<file path="src/rtl/id_ex_if.sv">
// ID/EX stage bus: decoded instruction from ID, hazard-unit controls,
// forwarding sources from EX/MEM and MEM/WB, and the execute-side outputs.
interface id_ex_if #(
  parameter int DATA_W     = 32,
  parameter int REG_ADDR_W = 5,
  parameter int OP_W       = 3,
  parameter int CNT_W      = 16
);
  logic                  id_valid;
  logic [REG_ADDR_W-1:0] id_rs1_addr;
  logic [REG_ADDR_W-1:0] id_rs2_addr;
  logic [DATA_W-1:0]     id_rs1_data;
  logic [DATA_W-1:0]     id_rs2_data;
  logic [DATA_W-1:0]     id_imm;
  logic [REG_ADDR_W-1:0] id_rd_addr;
  logic [OP_W-1:0]       id_alu_op;
  logic                  id_alu_src_b;
  logic                  id_reg_write;
  logic                  id_mem_read;
  logic                  id_mem_write;
  logic                  id_mem_to_reg;

  logic                  stall;
  logic                  flush;

  logic                  exm_reg_write;
  logic [REG_ADDR_W-1:0] exm_rd_addr;
  logic [DATA_W-1:0]     exm_result;
  logic                  mwb_reg_write;
  logic [REG_ADDR_W-1:0] mwb_rd_addr;
  logic [DATA_W-1:0]     mwb_result;

  logic                  ex_valid;
  logic [DATA_W-1:0]     alu_a;
  logic [DATA_W-1:0]     alu_b;
  logic [OP_W-1:0]       alu_op;
  logic [DATA_W-1:0]     ex_store_data;
  logic [REG_ADDR_W-1:0] ex_rd_addr;
  logic                  ex_reg_write;
  logic                  ex_mem_read;
  logic                  ex_mem_write;
  logic                  ex_mem_to_reg;
  logic                  load_use_hazard;
  logic [CNT_W-1:0]      stall_cnt;
  logic [CNT_W-1:0]      bubble_cnt;

  modport master (
    output id_valid, id_rs1_addr, id_rs2_addr, id_rs1_data, id_rs2_data, id_imm,
           id_rd_addr, id_alu_op, id_alu_src_b, id_reg_write, id_mem_read,
           id_mem_write, id_mem_to_reg, stall, flush,
           exm_reg_write, exm_rd_addr, exm_result,
           mwb_reg_write, mwb_rd_addr, mwb_result,
    input  ex_valid, alu_a, alu_b, alu_op, ex_store_data, ex_rd_addr,
           ex_reg_write, ex_mem_read, ex_mem_write, ex_mem_to_reg,
           load_use_hazard, stall_cnt, bubble_cnt
  );

  modport slave (
    input  id_valid, id_rs1_addr, id_rs2_addr, id_rs1_data, id_rs2_data, id_imm,
           id_rd_addr, id_alu_op, id_alu_src_b, id_reg_write, id_mem_read,
           id_mem_write, id_mem_to_reg, stall, flush,
           exm_reg_write, exm_rd_addr, exm_result,
           mwb_reg_write, mwb_rd_addr, mwb_result,
    output ex_valid, alu_a, alu_b, alu_op, ex_store_data, ex_rd_addr,
           ex_reg_write, ex_mem_read, ex_mem_write, ex_mem_to_reg,
           load_use_hazard, stall_cnt, bubble_cnt
  );
endinterface

</file>
<file path="src/rtl/id_ex_stage.sv">
// ID/EX pipeline register with EX/MEM and MEM/WB operand forwarding,
// load-use hazard detection and saturating stall/bubble counters.
module id_ex_stage #(
  parameter int DATA_W     = 32,
  parameter int REG_ADDR_W = 5,
  parameter int OP_W       = 3,
  parameter int CNT_W      = 16
) (
  input logic   clk,
  input logic   rst_n,
  id_ex_if.slave bus
);

  logic                  ex_valid_d,    ex_valid_q;
  logic [REG_ADDR_W-1:0] rs1_addr_d,    rs1_addr_q;
  logic [REG_ADDR_W-1:0] rs2_addr_d,    rs2_addr_q;
  logic [DATA_W-1:0]     rs1_data_d,    rs1_data_q;
  logic [DATA_W-1:0]     rs2_data_d,    rs2_data_q;
  logic [DATA_W-1:0]     imm_d,         imm_q;
  logic [REG_ADDR_W-1:0] rd_addr_d,     rd_addr_q;
  logic [OP_W-1:0]       alu_op_d,      alu_op_q;
  logic                  alu_src_b_d,   alu_src_b_q;
  logic                  reg_write_d,   reg_write_q;
  logic                  mem_read_d,    mem_read_q;
  logic                  mem_write_d,   mem_write_q;
  logic                  mem_to_reg_d,  mem_to_reg_q;
  logic [CNT_W-1:0]      stall_cnt_d,   stall_cnt_q;
  logic [CNT_W-1:0]      bubble_cnt_d,  bubble_cnt_q;

  logic [DATA_W-1:0]     fwd_rs1;
  logic [DATA_W-1:0]     fwd_rs2;

  // EX/MEM is the younger producer, so it takes precedence over MEM/WB
  always_comb begin
    fwd_rs1 = rs1_data_q;
    if (bus.exm_reg_write && (bus.exm_rd_addr != '0) && (bus.exm_rd_addr == rs1_addr_q))
      fwd_rs1 = bus.exm_result;
    else if (bus.mwb_reg_write && (bus.mwb_rd_addr != '0) && (bus.mwb_rd_addr == rs1_addr_q))
      fwd_rs1 = bus.mwb_result;

    fwd_rs2 = rs2_data_q;
    if (bus.exm_reg_write && (bus.exm_rd_addr != '0) && (bus.exm_rd_addr == rs2_addr_q))
      fwd_rs2 = bus.exm_result;
    else if (bus.mwb_reg_write && (bus.mwb_rd_addr != '0) && (bus.mwb_rd_addr == rs2_addr_q))
      fwd_rs2 = bus.mwb_result;
  end

  always_comb begin
    ex_valid_d   = ex_valid_q;
    rs1_addr_d   = rs1_addr_q;
    rs2_addr_d   = rs2_addr_q;
    rs1_data_d   = rs1_data_q;
    rs2_data_d   = rs2_data_q;
    imm_d        = imm_q;
    rd_addr_d    = rd_addr_q;
    alu_op_d     = alu_op_q;
    alu_src_b_d  = alu_src_b_q;
    reg_write_d  = reg_write_q;
    mem_read_d   = mem_read_q;
    mem_write_d  = mem_write_q;
    mem_to_reg_d = mem_to_reg_q;
    stall_cnt_d  = stall_cnt_q;
    bubble_cnt_d = bubble_cnt_q;

    if (bus.flush) begin
      ex_valid_d   = 1'b0;
      rs1_addr_d   = '0;
      rs2_addr_d   = '0;
      rs1_data_d   = '0;
      rs2_data_d   = '0;
      imm_d        = '0;
      rd_addr_d    = '0;
      alu_op_d     = '0;
      alu_src_b_d  = 1'b0;
      reg_write_d  = 1'b0;
      mem_read_d   = 1'b0;
      mem_write_d  = 1'b0;
      mem_to_reg_d = 1'b0;
      if (bubble_cnt_q != '1)
        bubble_cnt_d = bubble_cnt_q + 1'b1;
    end else if (bus.stall) begin
      // Capture forwarded operands so a producer leaving MEM/WB mid-stall is not lost
      rs1_data_d = fwd_rs1;
      rs2_data_d = fwd_rs2;
      if (stall_cnt_q != '1)
        stall_cnt_d = stall_cnt_q + 1'b1;
    end else begin
      ex_valid_d   = bus.id_valid;
      rs1_addr_d   = bus.id_rs1_addr;
      rs2_addr_d   = bus.id_rs2_addr;
      rs1_data_d   = bus.id_rs1_data;
      rs2_data_d   = bus.id_rs2_data;
      imm_d        = bus.id_imm;
      rd_addr_d    = bus.id_rd_addr;
      alu_op_d     = bus.id_alu_op;
      alu_src_b_d  = bus.id_alu_src_b;
      reg_write_d  = bus.id_reg_write;
      mem_read_d   = bus.id_mem_read;
      mem_write_d  = bus.id_mem_write;
      mem_to_reg_d = bus.id_mem_to_reg;
    end
  end

  always_ff @(posedge clk or negedge rst_n) begin
    if (!rst_n) begin
      ex_valid_q   <= 1'b0;
      rs1_addr_q   <= '0;
      rs2_addr_q   <= '0;
      rs1_data_q   <= '0;
      rs2_data_q   <= '0;
      imm_q        <= '0;
      rd_addr_q    <= '0;
      alu_op_q     <= '0;
      alu_src_b_q  <= 1'b0;
      reg_write_q  <= 1'b0;
      mem_read_q   <= 1'b0;
      mem_write_q  <= 1'b0;
      mem_to_reg_q <= 1'b0;
      stall_cnt_q  <= '0;
      bubble_cnt_q <= '0;
    end else begin
      ex_valid_q   <= ex_valid_d;
      rs1_addr_q   <= rs1_addr_d;
      rs2_addr_q   <= rs2_addr_d;
      rs1_data_q   <= rs1_data_d;
      rs2_data_q   <= rs2_data_d;
      imm_q        <= imm_d;
      rd_addr_q    <= rd_addr_d;
      alu_op_q     <= alu_op_d;
      alu_src_b_q  <= alu_src_b_d;
      reg_write_q  <= reg_write_d;
      mem_read_q   <= mem_read_d;
      mem_write_q  <= mem_write_d;
      mem_to_reg_q <= mem_to_reg_d;
      stall_cnt_q  <= stall_cnt_d;
      bubble_cnt_q <= bubble_cnt_d;
    end
  end

  assign bus.ex_valid      = ex_valid_q;
  assign bus.alu_a         = fwd_rs1;
  assign bus.alu_b         = alu_src_b_q ? imm_q : fwd_rs2;
  assign bus.alu_op        = alu_op_q;
  assign bus.ex_store_data = fwd_rs2;
  assign bus.ex_rd_addr    = rd_addr_q;
  assign bus.ex_reg_write  = reg_write_q;
  assign bus.ex_mem_read   = mem_read_q;
  assign bus.ex_mem_write  = mem_write_q;
  assign bus.ex_mem_to_reg = mem_to_reg_q;
  assign bus.stall_cnt     = stall_cnt_q;
  assign bus.bubble_cnt    = bubble_cnt_q;

  // Only flagged; the hazard unit decides to flush here and hold IF/ID
  assign bus.load_use_hazard = mem_read_q && ex_valid_q && (rd_addr_q != '0) && bus.id_valid &&
                               ((rd_addr_q == bus.id_rs1_addr) || (rd_addr_q == bus.id_rs2_addr));

endmodule

</file>
<file path="src/flat_wrapper.sv">
// flat-port wrapper written by rule: the top's interface ports become plain ports
module id_ex_stage_flat 
#(
  parameter int DATA_W     = 32,
  parameter int REG_ADDR_W = 5,
  parameter int OP_W       = 3,
  parameter int CNT_W      = 16
)
  (clk, rst_n, bus_id_valid, bus_id_rs1_addr, bus_id_rs2_addr, bus_id_rs1_data, bus_id_rs2_data, bus_id_imm, bus_id_rd_addr, bus_id_alu_op, bus_id_alu_src_b, bus_id_reg_write, bus_id_mem_read, bus_id_mem_write, bus_id_mem_to_reg, bus_stall, bus_flush, bus_exm_reg_write, bus_exm_rd_addr, bus_exm_result, bus_mwb_reg_write, bus_mwb_rd_addr, bus_mwb_result, bus_ex_valid, bus_alu_a, bus_alu_b, bus_alu_op, bus_ex_store_data, bus_ex_rd_addr, bus_ex_reg_write, bus_ex_mem_read, bus_ex_mem_write, bus_ex_mem_to_reg, bus_load_use_hazard, bus_stall_cnt, bus_bubble_cnt);
  id_ex_if #(.DATA_W(DATA_W), .REG_ADDR_W(REG_ADDR_W), .OP_W(OP_W), .CNT_W(CNT_W)) bus_i ();
  input logic clk;
  input logic rst_n;
  input wire logic [$bits(bus_i.id_valid)-1:0] bus_id_valid;
  input wire logic [$bits(bus_i.id_rs1_addr)-1:0] bus_id_rs1_addr;
  input wire logic [$bits(bus_i.id_rs2_addr)-1:0] bus_id_rs2_addr;
  input wire logic [$bits(bus_i.id_rs1_data)-1:0] bus_id_rs1_data;
  input wire logic [$bits(bus_i.id_rs2_data)-1:0] bus_id_rs2_data;
  input wire logic [$bits(bus_i.id_imm)-1:0] bus_id_imm;
  input wire logic [$bits(bus_i.id_rd_addr)-1:0] bus_id_rd_addr;
  input wire logic [$bits(bus_i.id_alu_op)-1:0] bus_id_alu_op;
  input wire logic [$bits(bus_i.id_alu_src_b)-1:0] bus_id_alu_src_b;
  input wire logic [$bits(bus_i.id_reg_write)-1:0] bus_id_reg_write;
  input wire logic [$bits(bus_i.id_mem_read)-1:0] bus_id_mem_read;
  input wire logic [$bits(bus_i.id_mem_write)-1:0] bus_id_mem_write;
  input wire logic [$bits(bus_i.id_mem_to_reg)-1:0] bus_id_mem_to_reg;
  input wire logic [$bits(bus_i.stall)-1:0] bus_stall;
  input wire logic [$bits(bus_i.flush)-1:0] bus_flush;
  input wire logic [$bits(bus_i.exm_reg_write)-1:0] bus_exm_reg_write;
  input wire logic [$bits(bus_i.exm_rd_addr)-1:0] bus_exm_rd_addr;
  input wire logic [$bits(bus_i.exm_result)-1:0] bus_exm_result;
  input wire logic [$bits(bus_i.mwb_reg_write)-1:0] bus_mwb_reg_write;
  input wire logic [$bits(bus_i.mwb_rd_addr)-1:0] bus_mwb_rd_addr;
  input wire logic [$bits(bus_i.mwb_result)-1:0] bus_mwb_result;
  output wire logic [$bits(bus_i.ex_valid)-1:0] bus_ex_valid;
  output wire logic [$bits(bus_i.alu_a)-1:0] bus_alu_a;
  output wire logic [$bits(bus_i.alu_b)-1:0] bus_alu_b;
  output wire logic [$bits(bus_i.alu_op)-1:0] bus_alu_op;
  output wire logic [$bits(bus_i.ex_store_data)-1:0] bus_ex_store_data;
  output wire logic [$bits(bus_i.ex_rd_addr)-1:0] bus_ex_rd_addr;
  output wire logic [$bits(bus_i.ex_reg_write)-1:0] bus_ex_reg_write;
  output wire logic [$bits(bus_i.ex_mem_read)-1:0] bus_ex_mem_read;
  output wire logic [$bits(bus_i.ex_mem_write)-1:0] bus_ex_mem_write;
  output wire logic [$bits(bus_i.ex_mem_to_reg)-1:0] bus_ex_mem_to_reg;
  output wire logic [$bits(bus_i.load_use_hazard)-1:0] bus_load_use_hazard;
  output wire logic [$bits(bus_i.stall_cnt)-1:0] bus_stall_cnt;
  output wire logic [$bits(bus_i.bubble_cnt)-1:0] bus_bubble_cnt;
  assign bus_i.id_valid = bus_id_valid;
  assign bus_i.id_rs1_addr = bus_id_rs1_addr;
  assign bus_i.id_rs2_addr = bus_id_rs2_addr;
  assign bus_i.id_rs1_data = bus_id_rs1_data;
  assign bus_i.id_rs2_data = bus_id_rs2_data;
  assign bus_i.id_imm = bus_id_imm;
  assign bus_i.id_rd_addr = bus_id_rd_addr;
  assign bus_i.id_alu_op = bus_id_alu_op;
  assign bus_i.id_alu_src_b = bus_id_alu_src_b;
  assign bus_i.id_reg_write = bus_id_reg_write;
  assign bus_i.id_mem_read = bus_id_mem_read;
  assign bus_i.id_mem_write = bus_id_mem_write;
  assign bus_i.id_mem_to_reg = bus_id_mem_to_reg;
  assign bus_i.stall = bus_stall;
  assign bus_i.flush = bus_flush;
  assign bus_i.exm_reg_write = bus_exm_reg_write;
  assign bus_i.exm_rd_addr = bus_exm_rd_addr;
  assign bus_i.exm_result = bus_exm_result;
  assign bus_i.mwb_reg_write = bus_mwb_reg_write;
  assign bus_i.mwb_rd_addr = bus_mwb_rd_addr;
  assign bus_i.mwb_result = bus_mwb_result;
  assign bus_ex_valid = bus_i.ex_valid;
  assign bus_alu_a = bus_i.alu_a;
  assign bus_alu_b = bus_i.alu_b;
  assign bus_alu_op = bus_i.alu_op;
  assign bus_ex_store_data = bus_i.ex_store_data;
  assign bus_ex_rd_addr = bus_i.ex_rd_addr;
  assign bus_ex_reg_write = bus_i.ex_reg_write;
  assign bus_ex_mem_read = bus_i.ex_mem_read;
  assign bus_ex_mem_write = bus_i.ex_mem_write;
  assign bus_ex_mem_to_reg = bus_i.ex_mem_to_reg;
  assign bus_load_use_hazard = bus_i.load_use_hazard;
  assign bus_stall_cnt = bus_i.stall_cnt;
  assign bus_bubble_cnt = bus_i.bubble_cnt;
  id_ex_stage #(.DATA_W(DATA_W), .REG_ADDR_W(REG_ADDR_W), .OP_W(OP_W), .CNT_W(CNT_W)) u_core (.clk(clk), .rst_n(rst_n), .bus(bus_i));
endmodule
</file>
<file path="config.mk">
export PLATFORM = sky130hd
export DESIGN_NAME = id_ex_stage_flat
export DESIGN_NICKNAME = d
export VERILOG_FILES = /design/src/rtl/id_ex_if.sv /design/src/rtl/id_ex_stage.sv /design/src/flat_wrapper.sv
export SDC_FILE = /design/constraint.sdc
export NUM_CORES = 1
export LEC_CHECK = 0
export BUFFER_PORTS_ARGS = -buffer_cell sky130_fd_sc_hd__buf_2
export CORE_AREA = 4 4 143 131
export CTS_CLUSTER_SIZE = 24
export DETAILED_ROUTE_END_ITERATION = 12
export DIE_AREA = 0 0 147 135
export GPL_ROUTABILITY_DRIVEN = 0
export PLACE_DENSITY = 0.85
export SLEW_MARGIN = 10
export SYNTH_ARGS = -nofsm -noshare
export SYNTH_HDL_FRONTEND = slang
export SYNTH_SLANG_ARGS = --single-unit
</file>
<file path="constraint.sdc">
create_clock -name clk -period 5.4 [get_ports clk]
set_clock_uncertainty 0.15 [all_clocks]
set_input_delay 0 -clock clk [delete_from_list [all_inputs] [get_ports clk]]
set_output_delay 0 -clock clk [all_outputs]
set_load 0.03 [all_outputs]
</file>
==> results.sh <==
export IMPL_syn_area_um2=9140
export IMPL_r2r_start="u_core.rs2_addr_q[1]"
export IMPL_ys_seq_elements=152
export IMPL_worstHoldStart="bus_stall"
export IMPL_tightest_slew_ps=1270
export IMPL_syn_inst=1007
export IMPL_postRouteAntennaNets=0
export IMPL_pwr_share_comb_pct=29.6
export IMPL_relSlewSlack_pct=15.1
export IMPL_fp_row_count=46
export IMPL_synth_area_per_cell_um2=9.08
export IMPL_post_route_min_period_ps=3810
export IMPL_wire_per_inst_um=21.3
export IMPL_synth_most_common_cell="nor2_1"
export IMPL_cp_start_kind="register"
export IMPL_synth_common_cells="nor2_1 (156), dfrtp_1 (152), nand2_1 (109), mux2i_1 (88), a21oi_1 (67)"
export IMPL_hold_depth=3
export IMPL_rr_endpoint="u_core.rs2_data_q[14]"
export IMPL_synth_cell_type_count=36
export IMPL_overflow=0
export IMPL_place_ws_ps=2130
export IMPL_antenna_found_initial=2
export IMPL_synth_seq_area_share_pct=41.6
export IMPL_drtPass1Iterations=7
export IMPL_grt_pass1_wl_um=59200
export IMPL_worst_slack_ps=1590
export IMPL_hp_class="input port to register"
export IMPL_max_clock_freq_mhz=262
export IMPL_root_buffer="clkbuf_16"
export IMPL_outcome="finished, final reports clean"
export IMPL_p_switching_uw=1290
export IMPL_grt_pass1_vias=11224
export IMPL_synth_edf_count=0
export IMPL_critPathCaptureType="output port"
export IMPL_io_pins=342
export IMPL_clk_pin_slew_worst_paths_ps=70
export IMPL_powerDensity_nw_per_um2=264
export IMPL_area_delta_synth_final_pct=48.9
export IMPL_nFillCells=1028
export IMPL_ys_warn_count=0
export IMPL_multiInputGateArea_um2=4850
export IMPL_cts_tree="built"
export IMPL_reg_top3="u_core.imm_q: 32 flops, u_core.rs1_data_q: 32 flops, u_core.rs2_data_q: 32 flops"
export IMPL_ir_drop_v=0.000281
export IMPL_finalSetupViolations=0
export IMPL_async_reset_ff_share_pct=100
export IMPL_arrival_ps=3660
export IMPL_port_buffers=341
export IMPL_tns_ps=0
export IMPL_slew_viol_final=0
export IMPL_cp_data_required_time_ps=5250
export IMPL_drv_cap=0
export IMPL_drc=0
export IMPL_clock_power_share_pct=33.0
export IMPL_drive_gt1_share_pct=28.1
export IMPL_cts_path_max_buffers=2
export IMPL_post_cts_buffers=0
export IMPL_drt_wl_total_um=37600
export IMPL_cp_max_fo=36
export IMPL_sw_frac_of_total_pct=35.7
export IMPL_p_seq_share_pct=37.4
export IMPL_path_class="register to output port"
export IMPL_whs_endpoint="u_core.imm_q[28]"
export IMPL_netlist_area_leader_share_pct=41.6
export IMPL_synth_area_leaders="dfrtp_1 (42%), mux2i_1 (9.6%), nor2_1 (6.4%)"
export IMPL_ys_flop_type="dfrtp_1"
export IMPL_via_count=10883
export IMPL_grt_max_degree=91
export IMPL_start_util_pct=52.8
export IMPL_final_period_utilization_pct=70.6
export IMPL_fin_nets=1714
export IMPL_mappedNetlistNets=1209
export IMPL_clk_latency_ps=420
export IMPL_grt_use_total_pct=37.1
export IMPL_seq_area_um2=3800
export IMPL_cts_resized=0
export IMPL_p_int_uw=2310
export IMPL_ff2ff_path_depth=8
export IMPL_clock_sinks=152
export IMPL_viasPerCell=6.16
export IMPL_rsz0062_at_grt="no"
export IMPL_h_tree_depth=4
export IMPL_synth_top_cell_by_area="dfrtp_1"
export IMPL_coreArea_um2=17300
export IMPL_hold_slack_ps=23.1
export IMPL_hold_viol=0
export IMPL_drtIter0Drc=1265
export IMPL_cts_hold_buffers=213
export IMPL_cts_made_buffers=17
export IMPL_die_h_um=135
export IMPL_die_w_um=147
export IMPL_dp_hpwl_um=21500
export IMPL_r2r_slack_ps=1750
export IMPL_leakagePower_uw=0.00664
export IMPL_die_area_um2=19800
export IMPL_crit_start="u_core.rs2_addr_q[1]"
## worst max-delay path: stages (launching register included)
cell      delay, ps
dfrtp_1         420
xor2_1          160
nor3_2          160
buf_4           380
and3_2          720
buf_4           580
a211oi_2        190
o31ai_1         330
buf_2           260
## cell usage in the layout (no fill, tap or decap), types with 2 or more instances in the layout
cell type and n:
a211oi_1 2, nor2_1 154, dfrtp_1 151, buf_4 14, nand4_1 11, or4_1 3, xor2_1 21, or3b_2 2
nand3_1 16, and4_1 7, buf_2 339, inv_6 4, o31ai_1 34, inv_1 34, dlygate4sd3_1 213, mux2i_1 88
xnor2_1 37, clkinv_2 2, inv_8 2, and3_1 7, clkinv_4 3, nor3_1 6, a211oi_2 30, mux2_2 2
clkinvlp_4 2, a31oi_1 33, nor2_4 2, ha_1 2, nand3b_1 31, nand2_1 108, a21oi_1 67, o221ai_1 64
diode_2 2, clkbuf_16 17
## metrics by stage
step	std cells	area [µm²]	total power, µW	util, %
after global placement	1520	10900	2230	62.9
after floorplan	1007	9140	1900	-
final	1767	13600	3600	78.6
after detailed placement	1520	10900	2250	62.9
after global routing	1767	13600	3720	78.6
after CTS	1765	13600	3550	78.6
## worst max path at each step
stage | endpoint | slack (ps) | cells after the start
floorplan | bus_alu_b[10] | 2930 | 7
global placement | bus_alu_b[1] | 2200 | 8
detailed placement | bus_alu_b[10] | 2130 | 8
CTS | bus_alu_b[10] | 1670 | 8
global route | bus_alu_b[12] | 1360 | 8
finish | bus_alu_b[12] | 1590 | 8
## power by group through the flow
stage	combinational (µW)	sequential [µW]	clock (µW)
final	1070	1350	1190
after global routing	1130	1350	1240
after CTS	1030	1340	1190
after detailed placement	899	1350	0
after global placement	887	1350	0
after floorplan	477	1430	0
## cell type report
cell class	count	area share [%]
clock inverter	14	1.02
sequential	152	27.9
tap	240	2.21
timing repair buffer	567	29.0
inverter	34	0.937
antenna	2	0.0368
clock buffer	18	3.23
multi-input combinational	740	35.6
## logic make-up (layout without fill, tap and decap cells)
logic type      count (synthesis)  count (layout)  share of synthesized area (%)
mux                            90              90                           9.88
fa+ha+maj                       2               2                          0.274
simple gates                  354             354                           17.4
flops                         152             152                           41.6
compound gates                236             236                           19.6
buf+inv                       115             633                           5.64
xor+xnor                       58              58                           5.56
other cells                     0               2                              0
## layer usage
| layer | global-route usage [%] | part of all wire, % |
|---|---|---|
| met1 | 43.3 | 34 |
| met4 | 20.9 | 6.2 |
| met2 | 62.8 | 48 |
| met3 | 9.56 | 11 |
| met5 | 0 | 0 |
(Power assumes the default switching activity.)
